<file path="src/rtl/mul_seq_controller_pkg.sv">
// Shared definitions for the shift-add multiplier sequencer: state encoding,
// default counter parameters and the decoded control-output bundle.
package mul_seq_controller_pkg;

  localparam int CNT_W_DEF    = 4;
  localparam int LOAD_VAL_DEF = 2;
  localparam int TERM_VAL_DEF = 15;

  typedef enum logic [2:0] {
    ST_IDLE  = 3'd0,
    ST_INIT  = 3'd1,
    ST_ADD   = 3'd2,
    ST_SHIFT = 3'd3,
    ST_DONE  = 3'd4
  } state_t;

  typedef struct packed {
    logic ready;
    logic busy;
    logic init;
    logic add;
    logic shift;
    logic done;
  } ctrl_t;

endpackage

</file>
<file path="src/rtl/iter_counter.sv">
// Loadable iteration counter for the multiplier sequencer.
// Priority: async clear > sync clear > load > count enable.
module iter_counter #(
  parameter int CNT_W    = 4,
  parameter int LOAD_VAL = 2,
  parameter int TERM_VAL = 15
) (
  input  logic             clk,
  input  logic             clr_n,
  input  logic             clr_sync,
  input  logic             load,
  input  logic             en,
  output logic             co,
  output logic [CNT_W-1:0] cnt
);

  always_ff @(posedge clk or negedge clr_n) begin
    if (!clr_n)        cnt <= '0;
    else if (clr_sync) cnt <= '0;
    else if (load)     cnt <= CNT_W'(LOAD_VAL);
    else if (en)       cnt <= cnt + CNT_W'(1);
  end

  assign co = (cnt == CNT_W'(TERM_VAL));

endmodule

</file>
<file path="src/rtl/mul_seq_controller.sv">
// Sequencing FSM for the shift-add multiplier: INIT, then ADD/SHIFT pairs until
// the iteration counter reaches its terminal count, then a one-cycle done pulse.
module mul_seq_controller
  import mul_seq_controller_pkg::*;
#(
  parameter int CNT_W    = CNT_W_DEF,
  parameter int LOAD_VAL = LOAD_VAL_DEF,
  parameter int TERM_VAL = TERM_VAL_DEF
) (
  input  logic             clk,
  input  logic             clr_n,
  input  logic             start,
  input  logic             abort,
  input  logic             lsb,
  output logic             ready,
  output logic             busy,
  output logic             init,
  output logic             add,
  output logic             shift,
  output logic             done,
  output logic [CNT_W-1:0] cnt
);

  state_t state, state_nxt;
  ctrl_t  ctl;
  logic   co;
  logic   abort_act;

  // abort is inert in IDLE, so a simultaneous start still launches a run
  assign abort_act = abort && (state != ST_IDLE);

  always_ff @(posedge clk or negedge clr_n) begin
    if (!clr_n) state <= ST_IDLE;
    else        state <= state_nxt;
  end

  always_comb begin
    state_nxt = state;
    ctl       = '0;
    case (state)
      ST_IDLE: begin
        ctl.ready = 1'b1;
        if (start) state_nxt = ST_INIT;
      end
      ST_INIT: begin
        ctl.busy  = 1'b1;
        ctl.init  = 1'b1;
        state_nxt = ST_ADD;
      end
      ST_ADD: begin
        ctl.busy  = 1'b1;
        ctl.add   = lsb;
        state_nxt = ST_SHIFT;
      end
      ST_SHIFT: begin
        ctl.busy  = 1'b1;
        ctl.shift = 1'b1;
        state_nxt = co ? ST_DONE : ST_ADD;
      end
      ST_DONE: begin
        ctl.done  = 1'b1;
        state_nxt = ST_IDLE;
      end
      default: state_nxt = ST_IDLE;
    endcase
    if (abort_act) state_nxt = ST_IDLE;
  end

  // Counter holds at terminal count on the final SHIFT rather than wrapping
  iter_counter #(
    .CNT_W    (CNT_W),
    .LOAD_VAL (LOAD_VAL),
    .TERM_VAL (TERM_VAL)
  ) u_cnt (
    .clk      (clk),
    .clr_n    (clr_n),
    .clr_sync (abort_act),
    .load     (state == ST_INIT),
    .en       ((state == ST_SHIFT) && !co),
    .co       (co),
    .cnt      (cnt)
  );

  assign ready = ctl.ready;
  assign busy  = ctl.busy;
  assign init  = ctl.init;
  assign add   = ctl.add;
  assign shift = ctl.shift;
  assign done  = ctl.done;

endmodule

</file>
<file path="config.mk">
export PLATFORM = sky130hd
export DESIGN_NAME = mul_seq_controller
export DESIGN_NICKNAME = d
export VERILOG_FILES = /design/src/rtl/mul_seq_controller_pkg.sv /design/src/rtl/iter_counter.sv /design/src/rtl/mul_seq_controller.sv
export SDC_FILE = /design/constraint.sdc
export NUM_CORES = 1
export LEC_CHECK = 0
export ABC_AREA = 0
export ABC_CLOCK_PERIOD_IN_PS = 1800
export CAP_MARGIN = 30
export CELL_PAD_IN_SITES_DETAIL_PLACEMENT = 0
export CELL_PAD_IN_SITES_GLOBAL_PLACEMENT = 2
export CORE_MARGIN = 2
export CORE_UTILIZATION = 23
export DETAILED_ROUTE_END_ITERATION = 7
export GPL_TIMING_DRIVEN = 0
export PLACE_DENSITY = 0.72
export SYNTH_ARGS = -nofsm -noshare
export SYNTH_HDL_FRONTEND = slang
export SYNTH_SLANG_ARGS = --single-unit
</file>
<file path="constraint.sdc">
create_clock -name clk -period 1.8 [get_ports clk]
set_input_delay 0.36 -clock clk [delete_from_list [all_inputs] [get_ports clk]]
set_output_delay 0.36 -clock clk [all_outputs]
set_load 0.01 [all_outputs]
</file>
Word-level counts from Yosys, hierarchy flattened
Index checks and enable logic that the tools add are counted.
Widths: inputs -> output; s select.

storage, ports and cells
  register bits = 7
  bits of input ports = 5
  output and inout port bits = 10
  logic and storage cells = 29

cells by class
  $add $sub $neg = 1
  equal/unequal tests = 6
  mux-type cells = 13
  reductions and logical operators = 7

operator list
  kind                 count
  $mux 4               3
  $pmux 3 s4           1
  $mux 3               3
  $eq 3x2->1 const B   2
  $mux 1               6
  $reduce_bool 3->1    2
  $add 4x1->4 const B  1
  $eq 4x4->1 const B   1
  $eq 3x1->1 const B   1
  $eq 3x3->1 const B   1
  $logic_not 3->1      1
  $ne 3x3->1 const B   1
  $reduce_or 3->1      1
  $logic_and 1x1->1    2
  $logic_not 1->1      1

Longest topological paths before layout
Gate-level depths: netlist of the first run.

  depth after elaboration = 6
  gate-level depth with buffers = 5
  depth with buffers taken out = 4

Hierarchy
A second synthesis of the first run with hierarchy kept.

unflattened totals
  cells, all modules = 38
  area, all modules = 389.1 µm²

by module, submodules not included
  module              instances  cells an instance  area each (µm²)  seq. area each (µm²)
  iter_counter        1          18                 206.4            100.1
  mul_seq_controller  1          20                 182.7            75.1

Worst setup path after synthesis of the first run
Ideal clock, no wire load.

  path type = flip-flop to flip-flop
  from = reg u_cnt.cnt[0]
  to = reg u_cnt.cnt[0]
  library setup time = 0.073 ns
  data arrival time = 1.322 ns
  data required time = 1.727 ns
  path slack = 0.405 ns
  stages on the path, launching flop included = 5
  buffers on the path = 0
  period minus slack after synthesis = 1.395 ns
  cell sequence = dfrtp_1 -> ha_1 -> and3_1 -> or3_1 -> a21oi_2

between the ends
  longest elaborated chain between the ends = 4
  elaborated cells on any way between the ends = 8
  those cells by class = add/sub (1); eq/ne (1); mux (3); reduce/logical (3)

ends and longest elaborated chain
  what                                                line                                          RTL
  start, declared                                     iter_counter.sv:14                            output logic [CNT_W-1:0] cnt
  start signal, assigned                              iter_counter.sv:20                            else if (load) cnt <= CNT_W'(LOAD_VAL);
  start signal, assigned                              iter_counter.sv:21                            else if (en) cnt <= cnt + CNT_W'(1);
  $add 4x1->4 / $eq 4x4->1 (equally long branches)    iter_counter.sv:21, iter_counter.sv:24
  $mux 4 / $logic_not 1->1 (equally long branches)    iter_counter.sv:21, mul_seq_controller.sv:79
  $mux 4 / $logic_and 1x1->1 (equally long branches)  iter_counter.sv:20, mul_seq_controller.sv:79
  $mux 4 / $reduce_bool 3->1 (equally long branches)  n/a

Parallel ways exist; a longest one is shown, timed or not. The select of a mux whose other input is x is not followed.
A chain may end at the register's enable or synchronous reset.

Worst setup path in the final report of the first run
  from = reg state[1]
  to = out init

between the ends
  longest elaborated chain between the ends = 2

ends and longest elaborated chain
  what                    line                      RTL
  start, declared         mul_seq_controller.sv:24  state_t state, state_nxt;
  start signal, assigned  mul_seq_controller.sv:34  else state <= state_nxt;
  $eq 3x1->1              mul_seq_controller.sv:40  case (state)
  $mux 1                  mul_seq_controller.sv:40
  end, declared           mul_seq_controller.sv:17  output logic init,

Every way passes these cells.

==> results of run 1 <==
## cell type report
class	instances	area, um^2	area share, %
Buffer	1	11.3	1.90
Clock buffer	4	26.3	4.43
Inverter	4	15.0	2.53
Multi-Input combinational cell	32	213	35.9
Sequential cell	7	178	30.0
Tap cell	17	21.3	3.59
Timing Repair Buffer	14	129	21.7
## how the worst min path moves through the flow
stage,endpoint,depth (start not counted)
floorplan,state[0],0
global placement,u_cnt.cnt[3],1
detailed placement,u_cnt.cnt[3],1
CTS,u_cnt.cnt[3],1
global route,u_cnt.cnt[3],1
finish,u_cnt.cnt[3],1
## what timing repair did
item / in CTS / in global routing
setup endpoints to repair: 6 / 0
gates resized for setup: 15 / 0
endpoints found under the hold margin: 0 / 0
## flip-flops by register name, summed over array words and instances, names as in the netlist
register,cells
state,3
u_cnt.cnt,4
## metrics by stage
stage | std cells | instance area [um^2] | util [%] | power, uW | setup TNS, ps
global route | 79 | 593 | 35.1 | 530 | 0
global placement | 75 | 562 | 33.3 | 360 | -215
finish | 79 | 593 | 35.1 | 496 | 0
CTS | 79 | 593 | 35.1 | 505 | 0
floorplan | 44 | 400 | - | 276 | 0
detailed placement | 75 | 562 | 33.3 | 358 | -212
## metal layers
layer  part of all wire (%)  track usage, %  vias to the layer above  routed length (um)
met3                    1.3            4.76                        0                  13
met4                      0            5.14                        0                   0
met1                     50            14.7                      184                 491
li1                       -               -                      195                   -
met2                     48            16.1                        4                 469
met5                      0               0                        -                   0
## synth_stat cells
library cell  number
a21oi_2            1
or3b_1             1
a41oi_1            1
mux2i_1            1
buf_2              1
a211oi_1           1
or3_1              2
nand3_1            4
nor3_1             5
ha_1               1
a31oi_1            1
nand3b_4           1
nand2_1            2
o31ai_1            1
o21ai_0            3
dfrtp_1            7
a21oi_1            1
and2_1             1
nor2_1             3
and3_1             2
inv_1              4
## power groups by stage
stage,clock [uW],combinational (uW),sequential (uW)
finish,141,150,204
global route,156,167,208
CTS,149,152,203
detailed placement,0,155,203
global placement,0,155,205
floorplan,0,71.6,204
## cell usage in the layout (no fill, tap or decap)
cell	netlist	layout
a211oi_1	1	1
a21oi_1	1	1
a21oi_2	1	1
a31oi_1	1	1
a41oi_1	1	1
and2_1	1	1
and3_1	2	2
buf_2	1	1
buf_6	0	1
clkbuf_1	0	1
clkbuf_4	0	3
clkdlybuf4s50_1	0	8
dfrtp_1	7	5
dfrtp_2	0	2
dlygate4sd2_1	0	5
ha_1	1	1
inv_1	4	4
mux2i_1	1	1
nand2_1	2	2
nand3_1	4	4
nand3b_4	1	1
nor2_1	3	3
nor3_1	5	4
nor3_2	0	1
o21ai_0	3	3
o31ai_1	1	1
or3_1	2	2
or3b_4	0	1
## worst max-delay path, stage by stage (launching register included)
cell	delay [ps]
dfrtp_1	370
buf_6	140
or3b_4	400
inv_1	60
buf_2	120
## cells by family (layout without fill, tap and decap cells)
| logic type | count (synthesis) | in the layout | synth area share, % |
|---|---|---|---|
| multiplexers | 1 | 1 | 2.50 |
| AO/OA/AOI/OAI | 9 | 9 | 14.7 |
| adder cells (fa/ha/maj) | 1 | 1 | 3.12 |
| AND/OR/NAND/NOR | 21 | 21 | 30.9 |
| buffers and inverters | 5 | 23 | 5.00 |
| flip-flops | 7 | 7 | 43.8 |
==> flow_metrics.tcl, run 1 <==
set metrics [dict create \
    antenna_left 0 \
    root_buffer "clkbuf_4" \
    r2r_start "u_cnt.cnt[0]" \
    r2r_end "u_cnt.cnt[0]" \
    path_clk_slew_ps 60 \
    antennaDiodeCount 0 \
    cts_buffers 3 \
    grt_pass1_vias 370 \
    ys_top_cells_by_area "dfrtp_1 44%, nor3_1 6.3%, nand3_1 5.0%" \
    clockBufferDepth 2 \
    slew_violations 0 \
    arrival_ps 1340 \
    die_width_um 45.7 \
    maxCapViolations 0 \
    netlist_area_um2 400 \
    ir_drop_mv 0.304 \
    worstSetupPathType "reg2out" \
    status "finished, final reports clean" \
    power.density_nw_per_um2 836 \
    rsz0062_at_grt "false" \
    slew_headroom_pct 78.1 \
    drc_errors 0 \
    critPathLaunchType "flop" \
    numClockSinks 7 \
    grt_usage_pct 11.3 \
    vias 383 \
    drt_iter0_markers 3 \
    worstMarginPinSlew_ps 328 \
    drive_gt1_share_pct 17.7 \
    synth_top_area_share_pct 43.8 \
    drt-total-wl_um 974 \
    area_growth_pct 48.1 \
    internal_power_uw 339 \
    min_period_ps 1700 \
    sw_frac_of_total_pct 31.6 \
    final_hold_viol_count 0 \
    crit_start "state[1]" \
    fill_cells 185 \
    postCtsSetupBuffers 0 \
    pre_cts_ws_ps -113 \
    routedWlPerCell_um 12.3 \
    antenna_found_initial 0 \
    switchingPower_uw 157 \
    reg2reg_slack_ps 340 \
    rows 15 \
    grt_pass1_wl_mm 1.64 \
    required_ps 1440 \
    synth_area_leader_cell "dfrtp_1" \
    skew_ps 6.77 \
    layout_setup_ws_ps 102 \
    cts_tree "yes" \
    endpoint_kind "primary output" \
    crit_path_end "init" \
    ys.warnings.count 0 \
    grt_overflow_total 0 \
    dieArea_um2 2090 \
    worstPathMaxFanout 8 \
    clock_latency_ps 250 \
    r2r_cells 4 \
    total_leakage_power_uw 0.000287 \
    port_buffers 14 \
    timing.fmax_mhz 589 \
    finalCritPeriodShare_pct 94.3 \
    holdWs_ps 371 \
    setup_viol 0 \
    avgSynthCellArea_um2 9.10 \
    syn-instance-count 44 \
    die_h_um 45.7 \
    nNetsFinal 69 \
    synth-seq-cells 7 \
    via_per_inst 4.85 \
    hp-class "in2async" \
    dp_hpwl_um 738 \
    ios 15 \
    cts_hold_buffers 0 \
    ys_types 21 \
    comb_power_share_pct 30.3 \
    grt_start_max_net_pins 9 \
    initial_utilization_pct 23.7 \
    htree_levels 1 \
    synth_nets 50 \
    gp_congestion 0.663 \
    power_frac_seq_pct 41.2 \
    ys_seq_area_share_pct 43.8 \
    dr.pass1.iters 5 \
    power_frac_clock_pct 28.5 \
    core-area_um2 1690 \
]
No activity file was read; power rests on OpenSTA's default activity.
==> run 2, diff against run 1 <==
--- a/config.mk
+++ b/config.mk
@@ -6,12 +6,13 @@
 export NUM_CORES = 1
 export LEC_CHECK = 0
 export ABC_AREA = 0
-export ABC_CLOCK_PERIOD_IN_PS = 1800
+export ABC_CLOCK_PERIOD_IN_PS = 1630
 export CAP_MARGIN = 30
 export CELL_PAD_IN_SITES_DETAIL_PLACEMENT = 0
 export CELL_PAD_IN_SITES_GLOBAL_PLACEMENT = 2
 export CORE_MARGIN = 2
 export CORE_UTILIZATION = 23
+export CTS_CLUSTER_DIAMETER = 100
 export DETAILED_ROUTE_END_ITERATION = 7
 export GPL_TIMING_DRIVEN = 0
 export PLACE_DENSITY = 0.72
==> constraint.sdc (replaced) <==
create_clock -name clk -period 1.63 [get_ports clk]
set_input_delay 0.326 -clock clk [delete_from_list [all_inputs] [get_ports clk]]
set_output_delay 0.326 -clock clk [all_outputs]
set_load 0.01 [all_outputs]
==> run 2 against run 1 <==
Register-to-register slack lost 170 ps. Hold slack lost 34 ps. Routed wire length grew 1.1%. Sequential share of layout area shrank 1.2 points. Design area grew 5.7%. Flip-flop and latch count is the same. Critical path depth is the same. Worst setup slack lost 99 ps.
==> flow_metrics.tcl, run 2 (synthesis gave the netlist of run 1 again) <==
set metrics [dict create \
    layout_common_cells "8 x clkdlybuf4s50_1, 4 x nor3_1, 4 x nand3_1, 4 x dfrtp_2" \
    cp.buffers_inverters 3 \
    worstSetupPathType "reg2out" \
    final_hold_viol_count 0 \
    dr.pass1.iters 4 \
    core-area_um2 1690 \
    ios 15 \
    area_growth_pct 56.6 \
    holdWs_ps 337 \
    antennaDiodeCount 0 \
    grt_usage_pct 11.3 \
    reg_top3 "u_cnt.cnt (4), state (3)" \
    grt_pass1_wl_mm 1.64 \
    crit_slowest_cell "or3b_4" \
    dp_hpwl_um 738 \
    drive_gt1_share_pct 27.7 \
    endpoint_kind "primary output" \
    slowest_delay_ps 390 \
    via_per_inst 4.79 \
    required_ps 1300 \
    reg2reg_slack_ps 170 \
    critPathLaunchType "flop" \
    place_inst 75 \
    cts_hold_buffers 0 \
    cp_top_family "simple AND/OR/NAND/NOR gates" \
    rsz0062_at_grt "true" \
    fill_cells 176 \
    total_leakage_power_uw 0.000287 \
    slew_violations 0 \
    worstPathMaxFanout 8 \
    routedWlPerCell_um 12.0 \
    arrival_ps 1300 \
    die_h_um 45.7 \
    status "finished, final reports clean" \
    antenna_left 0 \
    nNetsFinal 72 \
    finalCoreUtilization_pct 37.1 \
    design_area_um2 627 \
    port_buffers 14 \
    die_width_um 45.7 \
    worstMarginPinSlew_ps 324 \
    min_period_ps 1630 \
    r2r_end "u_cnt.cnt[0]" \
    finalNonFillerCells 82 \
    gp_congestion 0.663 \
    vias 393 \
    drt-total-wl_um 985 \
    path_clk_slew_ps 50 \
    tns_ps 0 \
    power.density_nw_per_um2 895 \
    skew_ps 4.31 \
    initial_utilization_pct 23.7 \
    maxCapViolations 0 \
    timing.fmax_mhz 615 \
    final_common_cell "clkdlybuf4s50_1" \
    cts_buffers 3 \
    setup_viol 0 \
    grt_overflow_total 0 \
    antenna_found_initial 0 \
    clock_latency_ps 250 \
    grt_pass1_vias 372 \
    slew_headroom_pct 78.3 \
    finalCritPeriodShare_pct 99.8 \
    root_buffer "clkbuf_4" \
    ir_drop_mv 0.344 \
    place_area_um2 562 \
    rows 15 \
    numClockSinks 7 \
    hp-class "in2async" \
    top_register "u_cnt.cnt" \
    drt_iter0_markers 2 \
    crit_path_cell_trace "buf_6 -> or3b_4 -> inv_2 -> buf_6" \
    r2r_start "u_cnt.cnt[0]" \
    largest_reg_flops 4 \
    cts_tree "yes" \
    htree_levels 1 \
    clockBufferDepth 2 \
    dieArea_um2 2090 \
    cp_common_cell "buf_6" \
    drc_errors 0 \
    r2r_cells 4 \
    grt_start_max_net_pins 9 \
]
## run 2: changes by cell type in the layout (fill, tap and decap cells not counted), moves of 2 or more
cell             before  now
dfrtp_1               5    3
clkdlybuf4s15_1       0    2
inv_1                 4    2
dfrtp_2               2    4
inv_2                 0    2
buf_4                 0    3
dlygate4sd2_1         5    3
## run 2: layer usage
layer | track usage [%] | routed length [um] | share of wire (%) | vias to the layer above
met1 | 14.7 | 493 | 50 | 186
met2 | 16.1 | 470 | 48 | 6
li1 | - | - | - | 201
met5 | 0 | 0 | 0 | -
met4 | 5.14 | 0 | 0 | 0
met3 | 4.76 | 20 | 2.0 | 0
## run 2: what timing repair did
item / 4_1_cts / 5_1_grt
buffers inserted: 0 / 3
gates cloned: 0 / 0
gates resized for setup: 19 / 3
pin swaps: 1 / 0
endpoints found under the setup margin: 6 / 6
## run 2: cell type report
cell class,instances,area (um^2),share of cell area [%]
Multi-Input combinational cell,32,213,33.9
Sequential cell,7,180,28.7
Timing Repair Buffer,17,160,25.5
Clock buffer,4,26.3,4.19
Tap cell,17,21.3,3.39
Inverter,4,15.0,2.40
Buffer,1,11.3,1.80
## run 2: worst max-delay path by stage
| stage | from | end | slack [ps] | cells past startpoint |
|---|---|---|---|---|
| after floorplan | u_cnt.cnt[0] | u_cnt.cnt[0] | 240 | 4 |
| after global placement | state[1] | init | -240 | 4 |
| after detailed placement | state[1] | init | -230 | 4 |
| after CTS | state[1] | init | -8 | 4 |
| after global routing | state[1] | init | -40 | 4 |
| final | state[1] | init | 3 | 4 |
## run 2: per-stage QoR
stage	total power, uW	setup WS, ps
floorplan	304	235
global placement	397	-237
detailed placement	396	-235
CTS	563	-7.95
global route	601	-42.6
finish	561	3.15
## run 2: power by group
| group | leakage (uW) | switching [uW] | internal [uW] |
|---|---|---|---|
| sequential | 0.0000867 | 30.5 | 195 |
| combinational | 0.000185 | 82.6 | 97.3 |
| clock | 0.0000150 | 62.1 | 93.3 |
==> run 3, diff against run 2 <==
--- a/config.mk
+++ b/config.mk
@@ -15,7 +15,9 @@
 export CTS_CLUSTER_DIAMETER = 100
 export DETAILED_ROUTE_END_ITERATION = 7
 export GPL_TIMING_DRIVEN = 0
-export PLACE_DENSITY = 0.72
+export PLACE_DENSITY = 0.71
+export SLEW_MARGIN = 10
 export SYNTH_ARGS = -nofsm -noshare
 export SYNTH_HDL_FRONTEND = slang
+export SYNTH_HIERARCHICAL = 1
 export SYNTH_SLANG_ARGS = --single-unit
==> run 3 against run 2 <==
Design area is 12% higher. Die area fell by 2.6%. Critical endpoint is now ready. Flip-flop and latch count unchanged. Power is 19% higher. Largest power group is now combinational cells. Count of clock-buffer cells in the layout is the same. Clock skew down 3.5 ps. Combinational power rose by 50%. Critical path depth unchanged.
==> flow_metrics.tcl, run 3 <==
set metrics [dict create \
    status "finished, final reports clean" \
    ys.warnings.count 6 \
    synth_flop_cell "dfrtp_1" \
    dieArea_um2 2040 \
    power_uw 665 \
    maxCapViolations 0 \
    critPathLaunchType "flop" \
    htree_levels 1 \
    clockBufferDepth 2 \
    root_buffer "clkbuf_4" \
    routedWlPerCell_um 13.0 \
    cts_tree "yes" \
    antenna_left 0 \
    synth_area_leader_cell "dfrtp_1" \
    ys_seq_area_share_pct 45.0 \
    grt_overflow_total 0 \
    final_hold_viol_count 0 \
    numClockSinks 7 \
    setup_viol 0 \
    synth_top_area_share_pct 45.0 \
    arrival_ps 1240 \
    path_clk_slew_ps 50 \
    cp_common_cell "buf_6" \
    initial_utilization_pct 25.2 \
    slowest_delay_ps 460 \
    port_buffers 14 \
    yosysMostFrequentCell "dfrtp_1" \
    reg_top3 "u_cnt/cnt (4), state (3)" \
    nNetsFinal 75 \
    final_common_cell "buf_4" \
    rsz0062_at_grt "false" \
    finalCritPeriodShare_pct 95.8 \
    tns_ps 0 \
    ys_top_cells_by_area "dfrtp_1 45%, nor3_1 5.1%, a211oi_1 3.9%" \
    async_flop_share_pct 100 \
    layout_common_cells "10 x buf_4, 8 x clkdlybuf4s50_1, 4 x dfrtp_1" \
    hp-class "in2async" \
    cts_buffers 3 \
    grt_pass1_vias 361 \
    cp_top_family "flip-flops" \
    total_leakage_power_uw 0.000315 \
    core-area_um2 1540 \
    power.density_nw_per_um2 951 \
    synth_nets 44 \
    rows 14 \
    largest_reg_flops 4 \
    drt_iter0_markers 4 \
    crit_start "state[1]" \
    syn-instance-count 38 \
    synthTopCellsByCount "7 x dfrtp_1, 4 x nor3_1, 3 x nor2_1" \
    crit_slowest_cell "dfrtp_2" \
    timing.fmax_mhz 640 \
    area_growth_pct 79.7 \
    r2r_start "state[1]" \
    design_area_um2 699 \
    dr.pass1.iters 2 \
    antenna_found_initial 0 \
    endpoint_kind "primary output" \
    worstSetupPathType "reg2out" \
    die_width_um 45.1 \
    ir_drop_mv 0.467 \
    crit_path_cell_trace "buf_6 -> buf_6 -> nor3_4 -> buf_2" \
    synth-seq-cells 7 \
    netlist_area_um2 389 \
    die_h_um 45.1 \
    top_register "u_cnt/cnt" \
    gp_congestion 0.681 \
    skew_ps 0.786 \
    slew_violations 0 \
    ios 15 \
    ys_types 21 \
    required_ps 1300 \
    via_per_inst 4.75 \
    grt_usage_pct 12.7 \
    finalCoreUtilization_pct 45.4 \
    grt_pass1_wl_mm 1.70 \
    drt-total-wl_mm 1.09 \
    clock_latency_ps 250 \
    antennaDiodeCount 0 \
    worstPathMaxFanout 4 \
    holdWs_ps 339 \
    worstMarginPinSlew_ps 369 \
    synth_enable_flop_cells 0 \
    vias 399 \
    slew_headroom_pct 75.4 \
    drc_errors 0 \
    avgSynthCellArea_um2 10.2 \
    place_area_um2 552 \
    grt_start_max_net_pins 8 \
    cp.buffers_inverters 3 \
    drive_gt1_share_pct 42.6 \
    dp_hpwl_um 681 \
    min_period_ps 1560 \
]
## run 3: per-layer routing
| metal | global-route usage [%] | wire (um) | vias to the layer above |
|---|---|---|---|
| met5 | 0 | 0 | - |
| met4 | 8.82 | 21 | 0 |
| met3 | 6.00 | 43 | 2 |
| met2 | 17.7 | 550 | 7 |
| met1 | 15.3 | 474 | 191 |
| li1 | - | - | 199 |
## run 3: final timing paths
| kind | end | slack [ps] | cells after the start |
|---|---|---|---|
| worst min-delay path | u_cnt/cnt[0] | 340 | 1 |
| min in group clk | state[0] | 600 | 2 |
| max in group asynchronous | state[0] | 1020 | 1 |
| worst min register to register | state[0] | 600 | 2 |
| worst max register to register | u_cnt/cnt[3] | 110 | 6 |
| worst max-delay path | ready | 70 | 4 |
## run 3: logic make-up (layout without fill, tap and decap cells)
| group | after synthesis | in the layout | synth area share, % |
|---|---|---|---|
| AND/OR/NAND/NOR | 21 | 21 | 34.4 |
| XOR/XNOR | 1 | 1 | 2.25 |
| multiplexers | 2 | 2 | 5.47 |
| flip-flops | 7 | 7 | 45.0 |
| buffers and inverters | 2 | 32 | 1.93 |
| adder cells (fa/ha/maj) | 1 | 1 | 3.21 |
| AO/OA/AOI/OAI | 4 | 4 | 7.71 |
## run 3: what timing repair did
action | 4_1_cts | 5_1_grt
buffers inserted | 10 | 2
gates resized for setup | 21 | 6
pin swaps | 1 | 4
hold buffers | 0 | 0
cloned | 0 | 0
setup endpoints to repair | 7 | 5
## run 3: final cells by class
cell class                      count  area (um^2)
Sequential cell                     7          179
Tap cell                           16         20.0
Timing Repair Buffer               26          220
Inverter                            2         7.51
Clock buffer                        4         26.3
Fill cell                         160          842
Multi-Input combinational cell     29          246
## run 3: where the power goes
part | switching [uW] | internal [uW]
registers | 33.6 | 200
clock network | 67.3 | 93.6
logic | 114 | 157
total | 215 | 451
## run 3: stage by stage
step	cells	setup slack, ps
2_1_floorplan	38	52.5
5_1_grt	84	8.82
6_report	84	67.9
4_1_cts	82	-0.461
3_3_place_gp	68	-473
3_5_place_dp	68	-448
